$ cat config.mk
export PLATFORM = sky130hd
export DESIGN_NAME = msrv32_store_queue_unit
export DESIGN_NICKNAME = d
export VERILOG_FILES = /design/src/rtl/msrv32_store_queue_unit.sv
export SDC_FILE = /design/constraint.sdc
export NUM_CORES = 1
export LEC_CHECK = 0
export CORE_MARGIN = 1.5
export CORE_UTILIZATION = 49
export DETAILED_ROUTE_END_ITERATION = 12
export DONT_BUFFER_PORTS = 1
export GPL_TIMING_DRIVEN = 0
export HOLD_SLACK_MARGIN = 0.12
export PLACE_DENSITY = 0.64
export SLEW_MARGIN = 20
export SYNTH_ARGS = -nofsm -noshare
export SYNTH_HDL_FRONTEND = slang
export SYNTH_SLANG_ARGS = --single-unit
$ cat constraint.sdc
create_clock -name ms_riscv32_mp_clk_in -period 6.5 [get_ports ms_riscv32_mp_clk_in]
set_clock_uncertainty 0.15 [all_clocks]
set_input_delay 0.65 -clock ms_riscv32_mp_clk_in [delete_from_list [all_inputs] [get_ports ms_riscv32_mp_clk_in]]
set_output_delay 0.65 -clock ms_riscv32_mp_clk_in [all_outputs]
set_load 0.01 [all_outputs]
$ cat src/rtl/msrv32_store_queue_unit.sv
// msrv32_store_queue_unit: aligns execute-stage stores, buffers them in a
// DEPTH-entry FIFO and drains them over a two-phase AHB-style bus.
module msrv32_store_queue_unit #(
  parameter int XLEN  = 32,
  parameter int DEPTH = 4,
  parameter int AW    = 32
) (
  input  logic              ms_riscv32_mp_clk_in,
  input  logic              ms_riscv32_mp_rst_in,
  input  logic              mem_wr_req_in,
  input  logic [1:0]        funct3_in,
  input  logic [AW-1:0]     iadder_in,
  input  logic [XLEN-1:0]   rs2_in,
  input  logic              ahb_ready_in,
  output logic              sq_ready_out,
  output logic              misaligned_store_out,
  output logic [AW-1:0]     ms_riscv32_mp_dmaddr_out,
  output logic [XLEN-1:0]   ms_riscv32_mp_dmdata_out,
  output logic [XLEN/8-1:0] ms_riscv32_mp_dmwr_mask_out,
  output logic              ms_riscv32_mp_req_out,
  output logic [1:0]        ahb_htrans_out,
  output logic              sq_empty_out
);

  localparam int NB = XLEN / 8;
  localparam int LW = $clog2(NB);
  localparam int PW = $clog2(DEPTH);
  localparam int CW = PW + 1;

  typedef enum logic [1:0] {IDLE, ADDR, DATA} state_t;

  logic clk;
  logic rst;
  assign clk = ms_riscv32_mp_clk_in;
  assign rst = ms_riscv32_mp_rst_in;

  state_t state;
  state_t state_nxt;

  logic [1:0]      size;
  logic [LW-1:0]   lane;
  logic [NB-1:0]   mask_base;
  logic [NB-1:0]   st_mask;
  logic [XLEN-1:0] lane_bits;
  logic [XLEN-1:0] st_data;
  logic [AW-1:0]   st_addr;
  logic            misaligned;
  logic            push;
  logic            pop;

  logic [AW-1:0]   addr_q [DEPTH];
  logic [XLEN-1:0] data_q [DEPTH];
  logic [NB-1:0]   mask_q [DEPTH];
  logic [PW-1:0]   wr_ptr;
  logic [PW-1:0]   rd_ptr;
  logic [CW-1:0]   count;
  logic [CW-1:0]   count_dec;

  // A doubleword request on a 32-bit datapath degrades to a word.
  always_comb begin
    size = funct3_in;
    if (XLEN == 32 && funct3_in == 2'b11) size = 2'b10;
  end

  always_comb begin
    mask_base = '0;
    unique case (size)
      2'b00:   mask_base = NB'(32'h1);
      2'b01:   mask_base = NB'(32'h3);
      2'b10:   mask_base = NB'(32'hf);
      default: mask_base = '1;
    endcase
  end

  always_comb begin
    misaligned = 1'b0;
    unique case (size)
      2'b01:   misaligned = iadder_in[0];
      2'b10:   misaligned = |iadder_in[1:0];
      2'b11:   misaligned = |iadder_in[2:0];
      default: misaligned = 1'b0;
    endcase
  end

  assign lane    = iadder_in[LW-1:0];
  assign st_mask = mask_base << lane;
  assign st_addr = {iadder_in[AW-1:LW], LW'(0)};

  always_comb begin
    lane_bits = '0;
    for (int i = 0; i < NB; i++)
      lane_bits[8*i +: 8] = {8{st_mask[i]}};
  end

  assign st_data = (rs2_in << {lane, 3'b000}) & lane_bits;

  // Space is judged on the registered count only; a same-cycle pop
  // never makes room for a push.
  assign sq_ready_out = (count != CW'(DEPTH));
  assign push = mem_wr_req_in & sq_ready_out & ~misaligned;
  assign pop  = (state == DATA) & ahb_ready_in;
  assign count_dec = count - CW'(1) + CW'(push);
  assign sq_empty_out = (count == '0) & (state == IDLE);

  always_ff @(posedge clk) begin
    if (rst) begin
      wr_ptr <= '0;
      rd_ptr <= '0;
      count  <= '0;
      misaligned_store_out <= 1'b0;
    end else begin
      misaligned_store_out <= mem_wr_req_in & misaligned;
      if (push) wr_ptr <= wr_ptr + PW'(1);
      if (pop)  rd_ptr <= rd_ptr + PW'(1);
      count <= count + CW'(push) - CW'(pop);
    end
  end

  always_ff @(posedge clk) begin
    if (push) begin
      addr_q[wr_ptr] <= st_addr;
      data_q[wr_ptr] <= st_data;
      mask_q[wr_ptr] <= st_mask;
    end
  end

  always_ff @(posedge clk) begin
    if (rst) state <= IDLE;
    else     state <= state_nxt;
  end

  always_comb begin
    state_nxt = state;
    unique case (state)
      IDLE: if (count != '0) state_nxt = ADDR;
      ADDR: if (ahb_ready_in) state_nxt = DATA;
      DATA: if (ahb_ready_in)
              state_nxt = (count_dec != '0) ? ADDR : IDLE;
      default: state_nxt = IDLE;
    endcase
  end

  // Address and mask stay on the bus through the data phase.
  always_comb begin
    ms_riscv32_mp_dmaddr_out    = '0;
    ms_riscv32_mp_dmdata_out    = '0;
    ms_riscv32_mp_dmwr_mask_out = '0;
    ms_riscv32_mp_req_out       = 1'b0;
    ahb_htrans_out              = 2'b00;
    unique case (state)
      ADDR: begin
        ms_riscv32_mp_dmaddr_out    = addr_q[rd_ptr];
        ms_riscv32_mp_dmwr_mask_out = mask_q[rd_ptr];
        ms_riscv32_mp_req_out       = 1'b1;
        ahb_htrans_out              = 2'b10;
      end
      DATA: begin
        ms_riscv32_mp_dmaddr_out    = addr_q[rd_ptr];
        ms_riscv32_mp_dmwr_mask_out = mask_q[rd_ptr];
        ms_riscv32_mp_dmdata_out    = data_q[rd_ptr];
        ms_riscv32_mp_req_out       = 1'b1;
      end
      default: ;
    endcase
  end

endmodule

==> summary.md <==
| Metric | Value |
|---|---|
| Status | `complete, no violations` |
| Seq cells post-synth | `276` |
| Distinct cells, synth | `38` |
| CP bufs+invs | `2` |
| Synth warn | `0` |
| Chip height | `155 um` |
| GRT overflow | `0` |
| Post-synthesis sequential area ratio | `72.3%` |
| Max-cap viol count | `0` |
| Clock Root Buffer | `clkbuf_16` |
| Worst-path maximum fanout | `10` |
| Antenna-violating nets left | `0` |
| Clk pwr share | `37.2%` |
| Core ar. | `22600 um2` |
| TritonCTS Sinks | `276` |
| Hold Vio Cnt, Final | `0` |
| Worst hold path depth | `2` |
| Total GRT Usage | `18.8%` |
| Peak per-stage delay on the critical path | `0.54 ns` |
| Clock-pin slew on the worst setup and hold paths | `0.06 ns` |
| Slowest cell on the critical path | `buf_1` |
| Pre-antenna DRT Iters | `5` |
| Critical path cell sequence | `buf_2, buf_1, mux4_2, and2_1` |
| Via count | `5647` |
| Longest Clk Path Bufs | `3` |
| PortBufs | `0` |
| CTS buffer count | `28` |
| Via/cell ratio | `5.82` |
| Row cnt | `55` |
| H-tree depth | `1` |
| Fillers | `1720` |
| Placed Instances | `889` |
| Finished Layout Cells | `970` |
| Critical path depth | `4` |
| Slew @ Worst Pin | `1.08 ns` |
| Syn_area_per_cell | `18.9 um2` |
| Period minus WS final | `3.19 ns` |
| Max_slew headroom | `27.2%` |
| Internal Power | `0.00307 W` |
| Post-Syn Area | `11300 um2` |
| Die ar. | `24000 um2` |
| Die W | `155 um` |
| Setup TNS | `0 ns` |
| Fmax | `0.313 GHz` |
| Clock Latency Late Sink | `0.53 ns` |
| DR WL/cell | `22.9 um` |
| Crit end category | `primary output` |
| Share of cells above drive strength 1 | `20.1%` |
| Power Total | `0.00402 W` |
| Delay-heaviest family, CP | `buffers and inverters` |
| Sequential Power Share | `51.3%` |
| Tcrit/Tclk final | `49.1%` |
| Hold Path Class | `primary input to register` |
| EDFF count, synth | `264` |
| Final setup fails | `0` |
| Initial antenna violation count | `0` |
| Crit path kind | `register to primary output` |
| Number of global-route vias before repair | `5880` |
| CP Launch Type | `register` |
| Synth Instances | `598` |
| Slew Viols, Final | `0` |
| DRT iter0 DRCs | `391` |
| CTS tree | `done` |
| Layout area overhead | `14.6%` |
| R2r worst-path depth | `10` |
| Switching part of the total | `23.5%` |
| VDD IR-drop max | `0.189 mV` |
| FFs w/ async S/R, synth | `0%` |
| Final nets | `748` |
| Unrepaired setup endpoints after global routing | `no` |
| Drt total wl | `22200 um` |
| Placer Congestion | `0.877` |
| First-pass GRT wire length | `33800 um` |
| WP data required | `5.70 ns` |
| Switching power | `0.000944 W` |
| Number of top-level pins | `144` |
| Pleak | `4.20 nW` |
| Initial Util | `49.9%` |
| Critical path data arrival time | `2.39 ns` |
| DRC | `0` |
| Antenna cells | `0` |
| DPL Wire Length | `14000 um` |
| Combinational group share of total power | `11.5%` |
| Ys flop type | `edfxtp_1` |
| Post CTS Setup Buffer Count | `0` |
| Power Density | `310 nW/um2` |
| Largest net degree at the start of global routing | `45` |
## repair_timing
action / 4_1_cts / 5_1_grt
hold buffers: 31 / 0
hold endpoints to repair: 121 / 0
resized for setup: 0 / 0
## cell usage in the layout (no fill, tap or decap), drive strengths merged, types with 2 or more instances in the layout
master / Yosys / routed
and2: 79 / 79
clkinvlp: 0 / 2
clkinv: 0 / 14
ha: 12 / 12
clkbuf: 16 / 46
a211oi: 16 / 16
edfxtp: 264 / 264
nand2b: 4 / 4
conb: 1 / 3
buf: 21 / 25
a21oi: 11 / 11
nand3: 17 / 17
inv: 12 / 15
dlygate4sd3: 0 / 31
xnor2: 4 / 4
dfxtp: 12 / 12
nor2b: 10 / 10
o21ai: 4 / 4
nand2: 2 / 2
nor2: 17 / 17
a22oi: 8 / 8
mux2i: 10 / 10
mux4: 66 / 66
## path summary, 6_finish.rpt
| kind | from | to | slack [ns] |
|---|---|---|---|
| worst max-delay path | register | ms_riscv32_mp_dmdata_out[30] | 3.31 |
| worst min-delay path | ms_riscv32_mp_rst_in | wr_ptr[1] | 0.15 |
| worst max register to register | state[0] | count[2] | 3.88 |
| worst min register to register | wr_ptr[1] | wr_ptr[1] | 0.37 |
## power groups by stage
stage	sequential, W	clock (W)	combinational (W)
floorplan	0.00209	0	0.000329
global placement	0.00210	0	0.000425
detailed placement	0.00210	0	0.000449
CTS	0.00206	0.00153	0.000472
global route	0.00207	0.00159	0.000507
finish	0.00206	0.00149	0.000463
## sequential cells by signal, summed over array words and instances, names as in the netlist, named ones only
signal and count:
count 3, wr_ptr 2, rd_ptr 2, state 2
data_q 128, mask_q 16, addr_q 120, misaligned_store_out 1
## cells in the mapped netlist, types with 3 or more instances
cell      count  area share (%)
a211oi_1     16             1.1
a21oi_1      11            0.49
a22oi_1       8            0.53
and2_1       75             4.2
and2_2        4            0.27
buf_2        10            0.44
buf_4         8            0.53
clkbuf_1     16            0.53
dfxtp_1      12             2.1
edfxtp_1    264              70
ha_1         12             1.3
inv_1        11            0.37
mux2i_1      10            0.89
mux4_2       66              13
nand2b_1      4            0.22
nand3_1      17            0.75
nor2_1       17            0.56
nor2b_1      10            0.55
o21ai_0       3            0.13
xnor2_1       4            0.31
## cell families (layout without fill, tap and decap cells)
family,count (synthesis),in the layout,share of synthesized area [%]
multiplexers,77,77,14.2
AO/OA/AOI/OAI,42,42,2.51
adder cells (fa/ha/maj),13,13,1.51
other,1,3,0.0332
flip-flops,276,276,72.3
AND/OR/NAND/NOR,135,135,7.01
XOR/XNOR,5,5,0.388
buffers and inverters,49,134,2.07
## through the flow
step | hold WS [ns] | util, % | cell area, um2 | setup slack, ns
3_3_place_gp | 0.342 | 51.5 | 11700 | 2.82
3_5_place_dp | 0.364 | 52.0 | 11800 | 3.39
6_report | 0.149 | 57.2 | 12900 | 3.31
2_1_floorplan | 0.331 | - | 11300 | 3.84
4_1_cts | 0.126 | 57.2 | 12900 | 3.23
5_1_grt | 0.140 | 57.2 | 12900 | 3.14
## layer usage
metal	part of all wire (%)	wire (um)	vias to the layer above	track usage [%]
met2	49	10800	229	31.7
met3	8.0	1780	42	4.90
met4	2.5	556	0	5.31
li1	-	-	2488	-
met5	0	0	-	0
met1	41	9030	2888	24.4
## layout make-up
cell class / count / area [um2] / area share, %
plain buffers: 37 / 189 / 1.46
repair buffers: 35 / 420 / 3.25
multi-input cells: 275 / 2910 / 22.5
clock inverters: 20 / 134 / 1.03
flip-flops and latches: 276 / 8170 / 63.1
well taps: 285 / 357 / 2.75
clock buffers: 30 / 729 / 5.63
inverters: 12 / 45.0 / 0.348
Power figures use the tool's default switching activity.
